**src/rtl/mod_n_counter.sv**
```systemverilog
// Cascadable modulo-N digit counter: up/down count, synchronous clear and
// range-checked load, zero-latency carry/borrow (ce), registered WRAP/ERR pulses.
module mod_n_counter #(
  parameter int MODULUS = 6,
  parameter int WIDTH   = 3
) (
  input  logic             CLK,
  input  logic             Reset_n,
  input  logic             INC,
  input  logic             DOWN,
  input  logic             CLR,
  input  logic             LOAD,
  input  logic [WIDTH-1:0] LOAD_VAL,
  output logic [WIDTH-1:0] Q,
  output logic             ce,
  output logic             WRAP,
  output logic             ERR
);

  generate
    if (MODULUS < 2 || (2 ** WIDTH) < MODULUS) begin : g_bad_params
      $error("mod_n_counter: need MODULUS >= 2 and 2**WIDTH >= MODULUS");
    end
  endgenerate

  localparam logic [WIDTH-1:0] MAX_Q = WIDTH'(MODULUS - 1);

  logic terminal;

  assign terminal = DOWN ? (Q == '0) : (Q == MAX_Q);

  // Carry leaves in the same cycle so the next digit steps on the wrap edge.
  assign ce = INC & ~CLR & ~LOAD & Reset_n & terminal;

  // NOTE: sequential state uses non-blocking assignments so every register
  // samples pre-edge values; the pulse defaults at the top give one-cycle flags.
  always_ff @(posedge CLK or negedge Reset_n) begin
    if (!Reset_n) begin
      Q    <= '0;
      WRAP <= 1'b0;
      ERR  <= 1'b0;
    end else begin
      WRAP <= 1'b0;
      ERR  <= 1'b0;
      if (CLR) begin
        Q <= '0;
      end else if (LOAD) begin
        if (LOAD_VAL <= MAX_Q) Q <= LOAD_VAL;
        else                   ERR <= 1'b1;
      end else if (INC) begin
        if (Q > MAX_Q) begin
          // Recovery from an out-of-range value: no wrap reported.
          Q <= '0;
        end else if (!DOWN) begin
          if (Q == MAX_Q) begin
            Q    <= '0;
            WRAP <= 1'b1;
          end else begin
            Q <= Q + 1'b1;
          end
        end else begin
          if (Q == '0) begin
            Q    <= MAX_Q;
            WRAP <= 1'b1;
          end else begin
            Q <= Q - 1'b1;
          end
        end
      end
    end
  end

endmodule

```
**config.mk**
```make
export PLATFORM = sky130hd
export DESIGN_NAME = mod_n_counter
export DESIGN_NICKNAME = d
export VERILOG_FILES = /design/src/rtl/mod_n_counter.sv
export SDC_FILE = /design/constraint.sdc
export NUM_CORES = 1
export LEC_CHECK = 0
export ABC_AREA = 1
export CAP_MARGIN = 20
export CORE_AREA = 2 2 39 41
export CTS_CLUSTER_SIZE = 25
export DETAILED_ROUTE_END_ITERATION = 8
export DIE_AREA = 0 0 41 43
export SLEW_MARGIN = 0
export SYNTH_ARGS = -nofsm -noshare
export SYNTH_HDL_FRONTEND = slang
export SYNTH_SLANG_ARGS = --single-unit
```
**constraint.sdc**
```tcl
create_clock -name CLK -period 1.1 [get_ports CLK]
set_clock_uncertainty 0.1 [all_clocks]
set_input_delay 0.22 -clock CLK [delete_from_list [all_inputs] [get_ports CLK]]
set_output_delay 0.22 -clock CLK [all_outputs]
set_load 0.1 [all_outputs]
```
==> metrics.txt <==
# TYPE chip_impl_metric gauge
chip_impl_info{name="run_status",value="finished, violations left"} 1
chip_impl_info{name="violations_in_the_final_reports",value="negative setup slack"} 1
chip_impl_metric{name="timing_hold_violations_final",unit=""} 0
chip_impl_metric{name="route.vias.total",unit=""} 459
chip_impl_metric{name="tritoncts_num_sinks",unit=""} 5
chip_impl_metric{name="number_of_iterations_in_the_first_detailed_routing_pass",unit=""} 3
chip_impl_metric{name="ant_nets",unit=""} 0
chip_impl_metric{name="max_clk_rate",unit="GHz"} 0.5559
chip_impl_metric{name="drt_wl_total",unit="µm"} 982
chip_impl_metric{name="clock_slew_at_the_register_clock_pins_of_the_worst_setup_and_hold_paths",unit="ns"} 0.05
chip_impl_metric{name="netSwitchingPower",unit="mW"} 0.3450
chip_impl_metric{name="worst_slew_margin_rel",unit="%"} 86.35
chip_impl_metric{name="layout-area-overhead-vs-synth",unit="%"} 103.5
chip_impl_metric{name="post_synthesis_instance_total",unit=""} 59
chip_impl_metric{name="finalNetCount",unit=""} 100
chip_impl_metric{name="period_needed",unit="ns"} 1.799
chip_impl_metric{name="preCtsSetupSlack",unit="ns"} -0.5974
chip_impl_metric{name="syn_nets",unit=""} 68
chip_impl_metric{name="power.density_cell_area",unit="nW/µm²"} 1119
chip_impl_metric{name="postCtsHoldBufs",unit=""} 0
chip_impl_metric{name="static-leakage-power",unit="nW"} 0.4055
chip_impl_info{name="tritoncts",value="done"} 1
chip_impl_metric{name="grt_antenna_before_repair",unit=""} 0
chip_impl_metric{name="placed_cells",unit=""} 98
chip_impl_metric{name="placed_cell_area",unit="µm²"} 706.9
chip_impl_metric{name="drt_iter0_markers",unit=""} 10
chip_impl_metric{name="timing.critical_path.arrival",unit="ns"} 1.48
chip_impl_metric{name="die_height",unit="µm"} 43
chip_impl_metric{name="min_period_over_period",unit="%"} 163.5
chip_impl_metric{name="finalNonFillerCells",unit=""} 106
chip_impl_metric{name="grt.overflow.total",unit=""} 0
chip_impl_metric{name="yosys.cell_types.count",unit=""} 18
chip_impl_metric{name="max_slew.worst_pin.slew",unit="ns"} 0.2032
chip_impl_metric{name="gp_congestion",unit=""} 0.7925
chip_impl_metric{name="timing.final.setup_violations",unit=""} 10
chip_impl_metric{name="antenna_diode_count",unit=""} 0
chip_impl_info{name="start_kind",value="flip-flop"} 1
chip_impl_info{name="ranking_of_synthesized_cells_by_area",value="sky130_fd_sc_hd__dfrtp_1 32%, sky130_fd_sc_hd__nand2_1 22%, sky130_fd_sc_hd__nand2_2 6.4%, sky130_fd_sc_hd__nand3_1 6.4%, sky130_fd_sc_hd__nor2_4 5.8%"} 1
chip_impl_metric{name="utilization",unit="%"} 57.41
chip_impl_metric{name="die_wd",unit="µm"} 41
chip_impl_metric{name="synth.cell_area",unit="µm²"} 390.4
chip_impl_metric{name="syn_avg_cell_area",unit="µm²"} 6.617
chip_impl_metric{name="worstRegToRegCells",unit=""} 10
chip_impl_metric{name="synth_largest_type_area_fraction",unit="%"} 32.05
chip_impl_metric{name="vdd.ir_drop.worst",unit="mV"} 0.4135
chip_impl_metric{name="first_global_vias",unit=""} 427
chip_impl_metric{name="min_setup_slack_post_route",unit="ns"} -0.6987
chip_impl_metric{name="initial_utilization",unit="%"} 28.21
chip_impl_metric{name="post_route_cells_drive_above_1_share",unit="%"} 52.22
chip_impl_metric{name="coreArea",unit="µm²"} 1384
chip_impl_metric{name="cts_inserted_buffers",unit=""} 3
chip_impl_metric{name="rows",unit=""} 14
chip_impl_metric{name="sequential_share_of_power",unit="%"} 25.2
chip_impl_metric{name="route.detailed.wl_per_inst",unit="µm"} 9.264
chip_impl_info{name="clock_tree.root_cell",value="sky130_fd_sc_hd__clkbuf_4"} 1
chip_impl_metric{name="synth_sequential_area_ratio",unit="%"} 32.05
chip_impl_metric{name="place.detailed.hpwl",unit="µm"} 752.3
chip_impl_info{name="yosysTopAreaCell",value="sky130_fd_sc_hd__dfrtp_1"} 1
chip_impl_metric{name="clkLatencyLatePin",unit="ns"} 0.25
chip_impl_info{name="min_delay_path_class",value="primary input to async pin"} 1
chip_impl_metric{name="setup_total_negative_slack",unit="ns"} -2.834
chip_impl_metric{name="maximum_number_of_pins_on_one_net_before_global_route_repair",unit=""} 7
chip_impl_metric{name="ys_ff_latch",unit=""} 5
chip_impl_metric{name="max_cap_violations",unit=""} 0
chip_impl_info{name="grt_setup_unrepaired",value="true"} 1
chip_impl_metric{name="grt_first_pass_wirelength",unit="µm"} 1662
chip_impl_info{name="setup.worst_path.class",value="flip-flop to output port"} 1
chip_impl_metric{name="die_area",unit="µm²"} 1763
chip_impl_metric{name="avgViaCountPerCell",unit=""} 4.330
chip_impl_metric{name="remaining_drc_errors",unit=""} 0
chip_impl_metric{name="combPwrFrac",unit="%"} 50.5
chip_impl_metric{name="ctsHtreeMaxLevel",unit=""} 1
chip_impl_metric{name="buffer_ports.inserted",unit=""} 14
chip_impl_metric{name="cts_buffer_depth",unit=""} 2
chip_impl_metric{name="design.portCount",unit=""} 15
chip_impl_metric{name="worstPathMaxFanout",unit=""} 3
chip_impl_metric{name="power.share.clock",unit="%"} 24.3
chip_impl_metric{name="yosysWarningCount",unit=""} 0
chip_impl_metric{name="p_sw_share",unit="%"} 38.82
chip_impl_metric{name="timing_max_transition_violations_final",unit=""} 0
chip_impl_metric{name="stdcell_area",unit="µm²"} 794.5
chip_impl_metric{name="timing.critical_path.required",unit="ns"} 0.78
chip_impl_info{name="kind_of_capture_point_of_the_worst_setup_path",value="output port"} 1
chip_impl_metric{name="internal_power",unit="mW"} 0.5438
chip_impl_metric{name="gr-usage-all-layers",unit="%"} 14.44
-- kinds of logic (layout without fill, tap and decap cells) --
logic type	Yosys count	in the layout	share of synthesized area, %
flip-flops	5	5	32.05
AO/OA/AOI/OAI	3	3	4.806
AND/OR/NAND/NOR	39	39	47.43
XOR/XNOR	1	1	2.244
buffers and inverters	11	42	13.46
-- Yosys cell counts --
| library cell | n |
|---|---|
| sky130_fd_sc_hd__nand2_1 | 23 |
| sky130_fd_sc_hd__dfrtp_1 | 5 |
| sky130_fd_sc_hd__inv_1 | 5 |
| sky130_fd_sc_hd__nand3_1 | 5 |
| sky130_fd_sc_hd__nand2_2 | 4 |
| sky130_fd_sc_hd__inv_2 | 3 |
| sky130_fd_sc_hd__nor2_1 | 2 |
| sky130_fd_sc_hd__nor2_4 | 2 |
| sky130_fd_sc_hd__a21oi_2 | 1 |
| sky130_fd_sc_hd__buf_4 | 1 |
| sky130_fd_sc_hd__buf_6 | 1 |
| sky130_fd_sc_hd__clkinv_1 | 1 |
| sky130_fd_sc_hd__nor2_2 | 1 |
| sky130_fd_sc_hd__nor3_1 | 1 |
| sky130_fd_sc_hd__nor3b_1 | 1 |
| sky130_fd_sc_hd__o21ai_0 | 1 |
| sky130_fd_sc_hd__o21ai_1 | 1 |
| sky130_fd_sc_hd__xnor2_1 | 1 |
-- cell type report --
class                      count  area (µm²)
multi-input combinational     43       247.7
timing repair buffer          29       330.3
inverter                       9       33.78
sequential                     5       136.4
tap                           16       20.02
clock buffer                   4       26.28
fill                         126       589.3
-- critical path: stages, from the launching register on --
cell and delay [ns]:
sky130_fd_sc_hd__dfrtp_4 0.49, sky130_fd_sc_hd__nor2_4 0.12, sky130_fd_sc_hd__nand2_2 0.06, sky130_fd_sc_hd__nand2_2 0.09, sky130_fd_sc_hd__nand2_4 0.06, sky130_fd_sc_hd__nor3b_4 0.21
sky130_fd_sc_hd__buf_12 0.20
-- power groups by stage --
stage          clock network [mW]  registers [mW]  logic [mW]
6_report                    0.216           0.224       0.448
2_1_floorplan                   0           0.325       0.145
3_5_place_dp                    0           0.227       0.400
5_1_grt                     0.237           0.226       0.483
4_1_cts                     0.228           0.224       0.425
3_3_place_gp                    0           0.227       0.398
-- worst paths after layout --
check | startpoint | end | slack, ns
setup / recovery | Q[1] | ce | -0.70
min in group CLK | CLR | WRAP | 0.29
setup reg to reg | Q[1] | Q[1] | -0.35
max in group asynchronous | Reset_n | Q[0] | 0.60
hold reg to reg | Q[2] | Q[2] | 0.58
hold / removal | Reset_n | WRAP | 0.17
-- per-stage QoR --
step,hold slack [ns],power (mW)
5_1_grt,0.1769,0.9465
3_5_place_dp,0.4325,0.6276
4_1_cts,0.1694,0.8778
6_report,0.1723,0.8887
3_3_place_gp,0.4352,0.6249
2_1_floorplan,-0.1756,0.4704
-- cells in the final DEF, fill, tap and decap left out, types with 2 or more instances in the layout --
cell	Yosys	routed
sky130_fd_sc_hd__clkbuf_4	0	3
sky130_fd_sc_hd__buf_4	1	11
sky130_fd_sc_hd__nand2_1	23	20
sky130_fd_sc_hd__nand3_1	5	5
sky130_fd_sc_hd__dfrtp_4	0	2
sky130_fd_sc_hd__dfrtp_2	0	3
sky130_fd_sc_hd__inv_2	3	5
sky130_fd_sc_hd__nor2_4	2	2
sky130_fd_sc_hd__buf_12	0	6
sky130_fd_sc_hd__buf_6	1	4
sky130_fd_sc_hd__clkdlybuf4s50_1	0	7
sky130_fd_sc_hd__nor2_1	2	2
sky130_fd_sc_hd__nand2_2	4	6
sky130_fd_sc_hd__inv_1	5	4
-- flip-flops by register name, indices dropped and copies added, names as in the netlist --
register / count
WRAP: 1
Q: 3
ERR: 1
-- metal layers --
| metal | up-vias | global-route usage (%) | share of wire, % |
|---|---|---|---|
| li1 | 239 | - | - |
| met1 | 209 | 15.74 | 36 |
| met2 | 11 | 23.13 | 60 |
| met3 | 0 | 4.712 | 3.9 |
| met4 | 0 | 8.000 | 0 |
| met5 | - | 0 | 0 |
-- timing repair --
| item | 4_1_cts | 5_1_grt |
|---|---|---|
| setup endpoints to repair | 9 | 11 |
| buffers inserted | 2 | 3 |
| pin swaps | 2 | 1 |
| gates resized for setup | 5 | 8 |
No activity file was read; power rests on OpenSTA's default activity.
